===== config.mk =====
export PLATFORM = sky130hd
export DESIGN_NAME = adxl362_sample_scheduler
export DESIGN_NICKNAME = d
export VERILOG_FILES = /design/src/rtl/adxl362_sample_scheduler.sv
export SDC_FILE = /design/constraint.sdc
export NUM_CORES = 1
export LEC_CHECK = 0
export BUFFER_PORTS_ARGS = -buffer_cell sky130_fd_sc_hd__buf_2
export CORE_MARGIN = 5
export CORE_UTILIZATION = 26
export DETAILED_ROUTE_END_ITERATION = 16
export PLACE_DENSITY = 0.53
export SYNTH_ARGS = -nofsm -noshare
export SYNTH_HDL_FRONTEND = slang
export SYNTH_SLANG_ARGS = --single-unit

===== constraint.sdc =====
create_clock -name clk -period 2.6 [get_ports clk]
set_input_delay 0.26 -clock clk [delete_from_list [all_inputs] [get_ports clk]]
set_output_delay 0.26 -clock clk [all_outputs]
set_load 0.01 [all_outputs]

===== src/rtl/adxl362_sample_scheduler.sv =====
// ODR tick generator plus X/Y/Z[/temp] acquisition sequencer that owns the shared converter port.
// First conv_req one cycle after the tick; conv_req holds until conv_ack or timeout; ticks seen while busy are dropped and flagged.
module adxl362_sample_scheduler #(
    parameter int DIV_BASE    = 50000,
    parameter int ACK_TIMEOUT = 255,
    parameter int DATA_W      = 12
) (
    input  logic              clk,
    input  logic              rst_n,
    input  logic              enable,
    input  logic [2:0]        odr,
    input  logic              temp_en,
    output logic              conv_req,
    output logic [1:0]        conv_axis,
    input  logic              conv_ack,
    input  logic [DATA_W-1:0] conv_data,
    output logic [DATA_W-1:0] sample_x,
    output logic [DATA_W-1:0] sample_y,
    output logic [DATA_W-1:0] sample_z,
    output logic [DATA_W-1:0] sample_temp,
    output logic              data_ready,
    output logic              busy,
    output logic              overrun,
    output logic              conv_err,
    input  logic              status_clr
);
    localparam int CNT_W = $clog2(DIV_BASE * 32);
    localparam int TO_W  = $clog2(ACK_TIMEOUT + 1);

    typedef enum logic [1:0] {
        IDLE   = 2'd0,
        REQ    = 2'd1,
        GAP    = 2'd2,
        COMMIT = 2'd3
    } state_t;

    state_t                    state_q, state_d;
    logic [1:0]                axis_q, axis_d;
    logic                      temp_en_q, temp_en_d;
    logic [CNT_W-1:0]          cnt_q, cnt_d;
    logic [2:0]                odr_q;
    logic [TO_W-1:0]           to_q, to_d;
    logic [3:0][DATA_W-1:0]    shadow_q, shadow_d;
    logic [3:0][DATA_W-1:0]    sample_q, sample_d;
    logic                      overrun_q, overrun_d;
    logic                      conv_err_q, conv_err_d;
    logic [CNT_W-1:0]          period_m1;
    logic                      odr_chg;
    logic                      tick;
    logic                      last_axis;
    logic                      to_err;

    always_comb begin
        case (odr_q)
            3'd0:    period_m1 = CNT_W'(DIV_BASE * 32 - 1);
            3'd1:    period_m1 = CNT_W'(DIV_BASE * 16 - 1);
            3'd2:    period_m1 = CNT_W'(DIV_BASE * 8 - 1);
            3'd3:    period_m1 = CNT_W'(DIV_BASE * 4 - 1);
            3'd4:    period_m1 = CNT_W'(DIV_BASE * 2 - 1);
            default: period_m1 = CNT_W'(DIV_BASE - 1);
        endcase
    end

    // A rate change restarts the period from zero rather than carrying over a stale count.
    assign odr_chg = (odr != odr_q);
    assign tick    = enable && !odr_chg && (cnt_q == period_m1);

    always_comb begin
        cnt_d = cnt_q + CNT_W'(1);
        if (!enable || odr_chg || tick) begin
            cnt_d = '0;
        end
    end

    assign last_axis = temp_en_q ? (axis_q == 2'd3) : (axis_q == 2'd2);

    always_comb begin
        state_d   = state_q;
        axis_d    = axis_q;
        temp_en_d = temp_en_q;
        to_d      = '0;
        shadow_d  = shadow_q;
        sample_d  = sample_q;
        to_err    = 1'b0;
        case (state_q)
            IDLE: begin
                if (tick) begin
                    state_d   = REQ;
                    axis_d    = 2'd0;
                    temp_en_d = temp_en;
                end
            end
            REQ: begin
                if (conv_ack) begin
                    shadow_d[axis_q] = conv_data;
                    if (last_axis) begin
                        // Load the whole set on entry to COMMIT so it is valid alongside data_ready.
                        state_d     = COMMIT;
                        sample_d[0] = shadow_d[0];
                        sample_d[1] = shadow_d[1];
                        sample_d[2] = shadow_d[2];
                        if (temp_en_q) begin
                            sample_d[3] = shadow_d[3];
                        end
                    end else begin
                        state_d = GAP;
                    end
                end else if (to_q == TO_W'(ACK_TIMEOUT - 1)) begin
                    state_d = IDLE;
                    to_err  = 1'b1;
                end else begin
                    to_d = to_q + TO_W'(1);
                end
            end
            GAP: begin
                state_d = REQ;
                axis_d  = axis_q + 2'd1;
            end
            COMMIT: begin
                state_d = IDLE;
            end
            default: begin
                state_d = IDLE;
            end
        endcase
    end

    // A set event in the same cycle as status_clr keeps the flag set.
    assign overrun_d  = (tick && (state_q != IDLE)) || (overrun_q && !status_clr);
    assign conv_err_d = to_err || (conv_err_q && !status_clr);

    always_ff @(posedge clk or negedge rst_n) begin
        if (!rst_n) begin
            state_q    <= IDLE;
            axis_q     <= 2'd0;
            temp_en_q  <= 1'b0;
            cnt_q      <= '0;
            odr_q      <= 3'd0;
            to_q       <= '0;
            shadow_q   <= '0;
            sample_q   <= '0;
            overrun_q  <= 1'b0;
            conv_err_q <= 1'b0;
        end else begin
            state_q    <= state_d;
            axis_q     <= axis_d;
            temp_en_q  <= temp_en_d;
            cnt_q      <= cnt_d;
            odr_q      <= odr;
            to_q       <= to_d;
            shadow_q   <= shadow_d;
            sample_q   <= sample_d;
            overrun_q  <= overrun_d;
            conv_err_q <= conv_err_d;
        end
    end

    assign conv_req    = (state_q == REQ);
    assign conv_axis   = axis_q;
    assign data_ready  = (state_q == COMMIT);
    assign busy        = (state_q != IDLE);
    assign overrun     = overrun_q;
    assign conv_err    = conv_err_q;
    assign sample_x    = sample_q[0];
    assign sample_y    = sample_q[1];
    assign sample_z    = sample_q[2];
    assign sample_temp = sample_q[3];

endmodule


==> impl_metrics.ini, run 1 <==
[run_status]
status = finished, final reports clean

[clock_network]
cts_tree = done
postCtsResizedCells = 0
clkSinkCount = 135
root_buffer = clkbuf_16
clock_latency_ns = 0.41
htreeDepth = 4
cts_buffer_depth = 2
cts_buffers = 17
clk_pin_slew_ns = 0.06

[floorplan]
dieArea_mm2 = 0.0269
fp.dieH_um = 164
fp.dieW_um = 164
initial_core_util_pct = 26.3
io_pins = 76
rows = 56
fp.coreArea_mm2 = 0.0234

[timing]
hold_viol_final = 0
min_period_over_period_pct = 85.2
setup_viol = 0
final_max_slew_viol_count = 0
rsz0062_at_grt = false
worstMarginPinSlew_ns = 0.637
slew-limit-headroom_pct = 57.5
fin_crit_ns = 2.22
fmax_mhz = 451
fin_tns_setup_ns = 0
skew_ns = 0.0105

[critical_path]
start_kind = register
crit_path_end_kind = register
crit_fanout = 15
startpoint = odr_q[2]
cp.required_ns = 2.89
cp.arrival_ns = 2.51
regToRegStartpoint = odr_q[2]
reg2reg_slack_ns = 0.38
path_class = reg -> reg
reg2reg_depth = 6

[synthesis]
synth.yosys.seq_area_share_pct = 54.9
synthCells = 547
synth-simple-area-share_pct = 12.1
synth-edff-count = 0
synth_top_family_by_area = multiplexers
synth_compound_gate_area_share_pct = 7.07
synth_cell_types = 48
ys.flop_type = dfrtp_1
syn-num-nets = 575
synth_fa_ha_area_share_pct = 1.59
synth.cell_area_mm2 = 0.00616
synth_mux_area_share_pct = 16.9
yosysWarnings = 0
async_reset_ff_share_pct = 100
avgSynthCellArea_um2 = 11.3
synth-xor-area-share_pct = 4.41
ys_ff_latch = 135

[pwr]
leakage_uw = 0.00338
pwr_density_cell_mw_per_mm2 = 1000
worst_ir_drop_vdd_mv = 0.430

[final_layout]
nets = 650
multi_input_area_mm2 = 0.00260
most-common-layout-cells = 135 x dfrtp_1, 74 x buf_2, 60 x nand2_1, 50 x o21ai_0
final_common_cell = dfrtp_1
fillCellCount = 2485
drive_gt1_share_pct = 27.1
fin_util_pct = 32.1
insertedDiodeCount = 0
seqCellArea_mm2 = 0.00338
syn2layout_area_growth_pct = 22.0

[grt]
grt_pass1_vias = 4163
grt_pass1_wl_um = 22900
antenna_found_initial = 0
grt-ovfl-total = 0
grt_max_degree = 78
grtUsageTotal_pct = 10.9

[route]
vias_per_cell = 4.26
post-route-drc-count = 0
wl_um = 14000
num_vias = 4064
antenna_left = 0
drt_iter0_drc = 174
wl_per_cell_um = 14.7
first_pass_iters = 4

[worst_hold_path]
min_delay_path_depth = 2
hold_path_class = in -> reg
min_from = temp_en

[run]
drv_cap = 0

[place]
dp_hpwl_um = 9690
gp_congestion = 0.787
io_buffers = 75
[where the power goes]
part	switching (µW)	internal [µW]
logic	1000	975
clock network	988	1440
registers	365	2770
total	2360	5190
[area by class of cell]
type                            instances  area share [%]
Clock buffer                           18            5.72
Sequential cell                       135            45.0
Multi-Input combinational cell        370            34.6
Timing Repair Buffer                   89            6.78
Clock inverter                         14            2.15
Tap cell                              319            5.32
Inverter                                9           0.450
[worst max-delay path, stage by stage (launching register included)]
cell     delay [ns]
dfrtp_1        0.66
o21a_1         0.24
o32ai_1        0.09
nor4_1         0.27
nand3_1        0.18
nor4_2         0.29
mux2_2         0.36
[repair_timing]
action | in CTS | in global routing
hold endpoints to repair | 19 | 0
hold buffers | 4 | 0
setup buffers | 0 | 0
[per-layer routing]
layer / track usage [%] / wire length (µm) / part of all wire (%) / up-vias
met4: 3.66 / 150 / 1.1 / 0
li1: - / - / - / 2045
met1: 15.5 / 7180 / 51 / 1964
met3: 3.01 / 551 / 3.9 / 10
met5: 0 / 0 / 0 / -
met2: 16.0 / 6140 / 44 / 45
[through the flow]
stage / power (µW) / setup WS [ns] / instance area [µm²] / hold WS (ns) / cells
3_5_place_dp: 5200 / 0.413 / 6880 / 0.112 / 918
3_3_place_gp: 5150 / 0.440 / 6880 / 0.111 / 918
2_1_floorplan: 4440 / 0.634 / 6160 / -0.0356 / 547
4_1_cts: 7670 / 0.400 / 7510 / 0.125 / 954
5_1_grt: 8070 / 0.171 / 7510 / 0.117 / 954
6_report: 7540 / 0.384 / 7510 / 0.147 / 954
[Yosys cell counts (all sizes together), types with 2 or more instances]
cell    count  area share, %
a21oi       5           0.41
a22o        2           0.28
a31oi       2           0.20
and2        2           0.20
and3        3           0.30
and4        2           0.28
buf        13            1.2
clkbuf     20            1.2
dfrtp     135             55
ha          7            1.4
inv         9           0.55
mux2       49            9.0
mux2i      49            8.0
nand2      60            3.7
nand2b      4           0.41
nand3      19            1.5
nand4       7           0.71
nor2       39            2.4
nor2b       4           0.41
nor3        5           0.41
nor3b       4           0.49
nor4        2           0.30
nor4b       2           0.39
o21a        2           0.24
o21ai      50            4.1
o31ai       4           0.49
or2         2           0.20
xnor2      14            2.0
xor2       17            2.4
[cell families after synthesis]
group	after synthesis
AO/OA/AOI/OAI	75
XOR/XNOR	31
adder cells (fa/ha/maj)	8
buffers and inverters	42
flip-flops	135
multiplexers	98
AND/OR/NAND/NOR	158
[final timing paths]
path,to
min,temp_en_q
min reg2reg,sample_y[11]
max,temp_en_q
max reg2reg,temp_en_q
max in group asynchronous,shadow_q[29]
min in group asynchronous,cnt_q[9]
[state kept, by name (all words and copies together) (netlist names), 3 cells and up]
| register | count |
|---|---|
| sample_temp | 12 |
| cnt_q | 21 |
| sample_z | 12 |
| sample_y | 12 |
| odr_q | 3 |
| shadow_q | 48 |
| to_q | 8 |
| sample_x | 12 |
No activity file was read; power rests on OpenSTA's default activity.
==> run 2: changes to the inputs <==
Settings changed: CORE_UTILIZATION 26 to 45, PLACE_DENSITY 0.53 to 0.75, REMOVE_ABC_BUFFERS set to 1.
==> impl_metrics.ini, run 2 (synthesis results as in run 1) <==
[timing]
skew_ns = 0.0142
fin_crit_ns = 2.32
setup_viol = 0
min_period_over_period_pct = 89.2
setup_ws_ns = 0.281
slew-limit-headroom_pct = 52.2
final_max_slew_viol_count = 0
hold_viol_final = 0
worstMarginPinSlew_ns = 0.715
fin_tns_setup_ns = 0
fmax_mhz = 431
rsz0062_at_grt = false

[pwr]
worst_ir_drop_vdd_mv = 0.465
leakage_uw = 0.00337
pwr_density_cell_mw_per_mm2 = 1010

[grt]
grt_max_degree = 73
grt-ovfl-total = 0
antenna_found_initial = 1
grtUsageTotal_pct = 17.4
grt_pass1_wl_um = 22200
grt_pass1_vias = 4473

[clock_network]
cts_buffer_depth = 2
cts_tree = done
postCtsResizedCells = 0
root_buffer = clkbuf_16
clkSinkCount = 135
post_cts_buffers = 0
clock_latency_ns = 0.43
htreeDepth = 4
cts_hold_buf = 4
clk_pin_slew_ns = 0.06
cts_buffers = 17

[route]
num_vias = 4332
wl_um = 13200
post-route-drc-count = 0
vias_per_cell = 5.35
wl_per_cell_um = 16.3
antenna_left = 0
drt_iter0_drc = 237
first_pass_iters = 4

[floorplan]
fp.dieW_um = 127
rows = 42
fp.coreArea_mm2 = 0.0133
io_pins = 76
initial_core_util_pct = 46.1
dieArea_mm2 = 0.0161
fp.dieH_um = 127

[critical_path]
crit_path_end_kind = register
slowest_delay_ns = 0.57
start_kind = register
worst-path-buf-inv = 1
cp.required_ns = 2.95
path_delay_family = compound AO/OA/AOI/OAI gates
path_class = reg -> reg
critPathSlowestCell = dfrtp_1
crit_fanout = 20
crit_chain = nor2b_1 > o311ai_0 > a21oi_1 > o211ai_1 > o21bai_1 > buf_4 > nor2_1
cp.arrival_ns = 2.67
reg2reg_slack_ns = 0.28

[final_layout]
largest_reg_flops = 48
syn2layout_area_growth_pct = 18.9
fillCellCount = 1126
top_register = shadow_q
insertedDiodeCount = 0
fin_util_pct = 54.9
most-common-layout-cells = 135 x dfrtp_1, 74 x buf_2, 60 x nand2_1, 50 x o21ai_0
reg.largest.list = shadow_q x48, cnt_q x21
nets = 649
final_common_cell = dfrtp_1
drive_gt1_share_pct = 27.1

[place]
io_buffers = 75
place_ws_ns = 0.352
dp_hpwl_um = 8980
gp_congestion = 0.884

[worst_hold_path]
hold_path_class = in -> reg

[run_status]
status = finished, final reports clean

[run]
drv_cap = 0
-- run 2: changes by cell type in the layout (fill, tap and decap cells not counted), sizes merged --
cell / delta
buf: -1
bufinv: -1
clkbuf: -1
clkinv: +3
clkinvlp: +2
inv: -3
-- run 2: final cells by class --
class                           instances  area, µm²  area share (%)
Tap cell                              176        220            3.01
Inverter                                9       33.8           0.461
Clock buffer                           17        425            5.81
Timing Repair Buffer                   88        523            7.14
Sequential cell                       135       3380            46.1
Multi-Input combinational cell        370       2600            35.5
Clock inverter                         15        145            1.98
-- run 2: metal layers --
metal	share of wire (%)	track usage, %
met1	42	20.7
met2	50	29.1
met3	5.5	5.42
met4	2.1	7.44
met5	0.098	0
-- run 2: per-stage QoR --
step,hold slack (ns),cells,power (µW),instance area [µm²]
CTS,0.0647,810,7510,7320
finish,0.0806,810,7430,7320
global placement,0.282,774,5070,6710
detailed placement,0.292,774,5200,6710
floorplan,-0.0356,514,4410,6000
global route,0.0823,810,7860,7320
-- run 2: worst register-to-register path, cell delays in order, from the launching register on --
cell and delay, ns:
dfrtp_1 0.57, nor2b_1 0.25, o311ai_0 0.50, a21oi_1 0.14, o211ai_1 0.34, o21bai_1 0.10, buf_4 0.21, nor2_1 0.14
-- run 2: report_power, final --
| part | internal, µW | total [µW] | switching [µW] |
|---|---|---|---|
| logic | 982 | 1990 | 1000 |
| clock network | 1330 | 2280 | 950 |
| registers | 2770 | 3160 | 389 |
-- run 2: final timing paths --
kind                        startpoint  depth (start not counted)           end
max reg2reg                   odr_q[1]                          7      cnt_q[8]
max                           odr_q[1]                          7      cnt_q[8]
min reg2reg                sample_z[4]                          2   sample_z[4]
max in group asynchronous        rst_n                          3  shadow_q[40]
min in group asynchronous        rst_n                          2       to_q[3]
min                            temp_en                          2     temp_en_q
==> run 3: changes to the inputs <==
Settings changed: GPL_TIMING_DRIVEN set to 0.
==> impl_metrics.ini, run 3 (synthesis results as in run 1) <==
[final_layout]
largest_reg_flops = 48
final_cell_area_mm2 = 0.00731
stdcell_count = 804
nets = 643
reg.largest.list = shadow_q x48, cnt_q x21
top_register = shadow_q
multi_input_area_mm2 = 0.00262
drive_gt1_share_pct = 27.1
seqCellArea_mm2 = 0.00338
syn2layout_area_growth_pct = 18.8
final_common_cell = dfrtp_1
fillCellCount = 1135
most-common-layout-cells = 135 x dfrtp_1, 74 x buf_2, 60 x nand2_1, 50 x o21ai_0
insertedDiodeCount = 0

[route]
num_vias = 4264
m1WireLength_um = 5620
wl_met2_um = 6640
wl_um = 13300
post-route-drc-count = 0
antenna_left = 0
met3_length_um = 765
wl_per_cell_um = 16.6
maxUsedRoutingLayer = met5
drt_iter0_drc = 296
vias_per_cell = 5.30
first_pass_iters = 4

[timing]
rsz0062_at_grt = false
slew-limit-headroom_pct = 53.2
setup_viol = 0
fmax_mhz = 412
final_max_slew_viol_count = 0
hold_viol_final = 0
worstMarginPinSlew_ns = 0.701
skew_ns = 0.0105
setup_ws_ns = 0.175
fin_crit_ns = 2.43
min_period_over_period_pct = 93.3
fin_hold_ws_ns = 0.0717

[grt]
grt-ovfl-total = 0
grt_pass1_wl_um = 22000
grt_pass1_vias = 4379
grtUsageTotal_pct = 17.2
antenna_found_initial = 1
grt_max_degree = 71

[critical_path]
path_class = reg -> reg
start_kind = register
crit_fanout = 15
crit_chain = nor4b_1 > a31oi_1 > nor3b_1 > o211ai_1 > nor3_1 > a22o_1
cp.arrival_ns = 2.78
slowest_delay_ns = 0.66
crit_path_end_kind = register
cp.required_ns = 2.96
critPathSlowestCell = dfrtp_1

[pwr]
worst_ir_drop_vdd_mv = 0.477
leakage_uw = 0.00334
pwr_density_cell_mw_per_mm2 = 1030

[place]
dpl_cell_area_mm2 = 0.00666
gp_congestion = 0.837
dp_cells = 767
io_buffers = 75
place_ws_ns = -0.364
dp_hpwl_um = 8630

[clock_network]
cts_buffers = 17
cts_tree = done
post_cts_buffers = 0
htreeDepth = 4
clkSinkCount = 135
root_buffer = clkbuf_16
clock_latency_ns = 0.42
clk_pin_slew_ns = 0.06
cts_buffer_depth = 2

[floorplan]
io_pins = 76
rows = 42
dieArea_mm2 = 0.0161
initial_core_util_pct = 46.1
fp.coreArea_mm2 = 0.0133
fp.dieW_um = 127
fp.dieH_um = 127

[run]
drv_cap = 0

[run_status]
status = finished, final reports clean

[worst_hold_path]
hold_path_class = in -> reg
## run 3: final timing paths
check / start / end / slack, ns / cells after the start
max in group asynchronous: rst_n / sample_x[5] / 1.45 / 3
worst max-delay path: odr_q[2] / overrun / 0.17 / 6
worst min register to register: sample_y[6] / sample_y[6] / 0.47 / 2
worst max register to register: odr_q[2] / overrun / 0.17 / 6
worst min-delay path: temp_en / temp_en_q / 0.07 / 2
min in group asynchronous: rst_n / shadow_q[16] / 0.42 / 2
## run 3: stage by stage
stage	setup TNS, ns	utilization (%)	total power (µW)
after floorplan	-0.952	-	4410
after global placement	-94.40	49.4	5040
after detailed placement	-11.97	49.9	5180
after CTS	0	54.7	7590
after global routing	0	54.8	7980
final	0	54.8	7520
## run 3: repair_timing
item / in CTS / in global routing
setup endpoints to repair: 56 / 32
hold endpoints to repair: 72 / 0
gates cloned: 0 / 1
gates resized for setup: 4 / 2
hold buffers: 4 / 0
pin swaps: 0 / 1
## run 3: worst max-delay path: cells and delay by family (launching register included)
kind	cells	cell delay, ns
AOI/OAI and AO/OA	3	0.54
DFF	1	0.66
and+or+nand+nor	3	1.15
## run 3: per-layer routing
metal,track usage [%],up-vias
met4,5.87,2
li1,-,2033
met1,21.2,2099
met2,28.2,106
met3,5.93,24
met5,0,-
## run 3: final cells by class
type	instances	area share, %
Multi-Input combinational cell	371	35.9
Sequential cell	135	46.2
Tap cell	176	3.01
Clock inverter	14	2.04
Timing Repair Buffer	81	6.42
Clock buffer	18	6.01
Inverter	9	0.462
## run 3: where the power goes
| part | switching, µW | internal, µW |
|---|---|---|
| combinational | 1000 | 974 |
| sequential | 409 | 2770 |
| clock | 926 | 1440 |
| total | 2340 | 5190 |
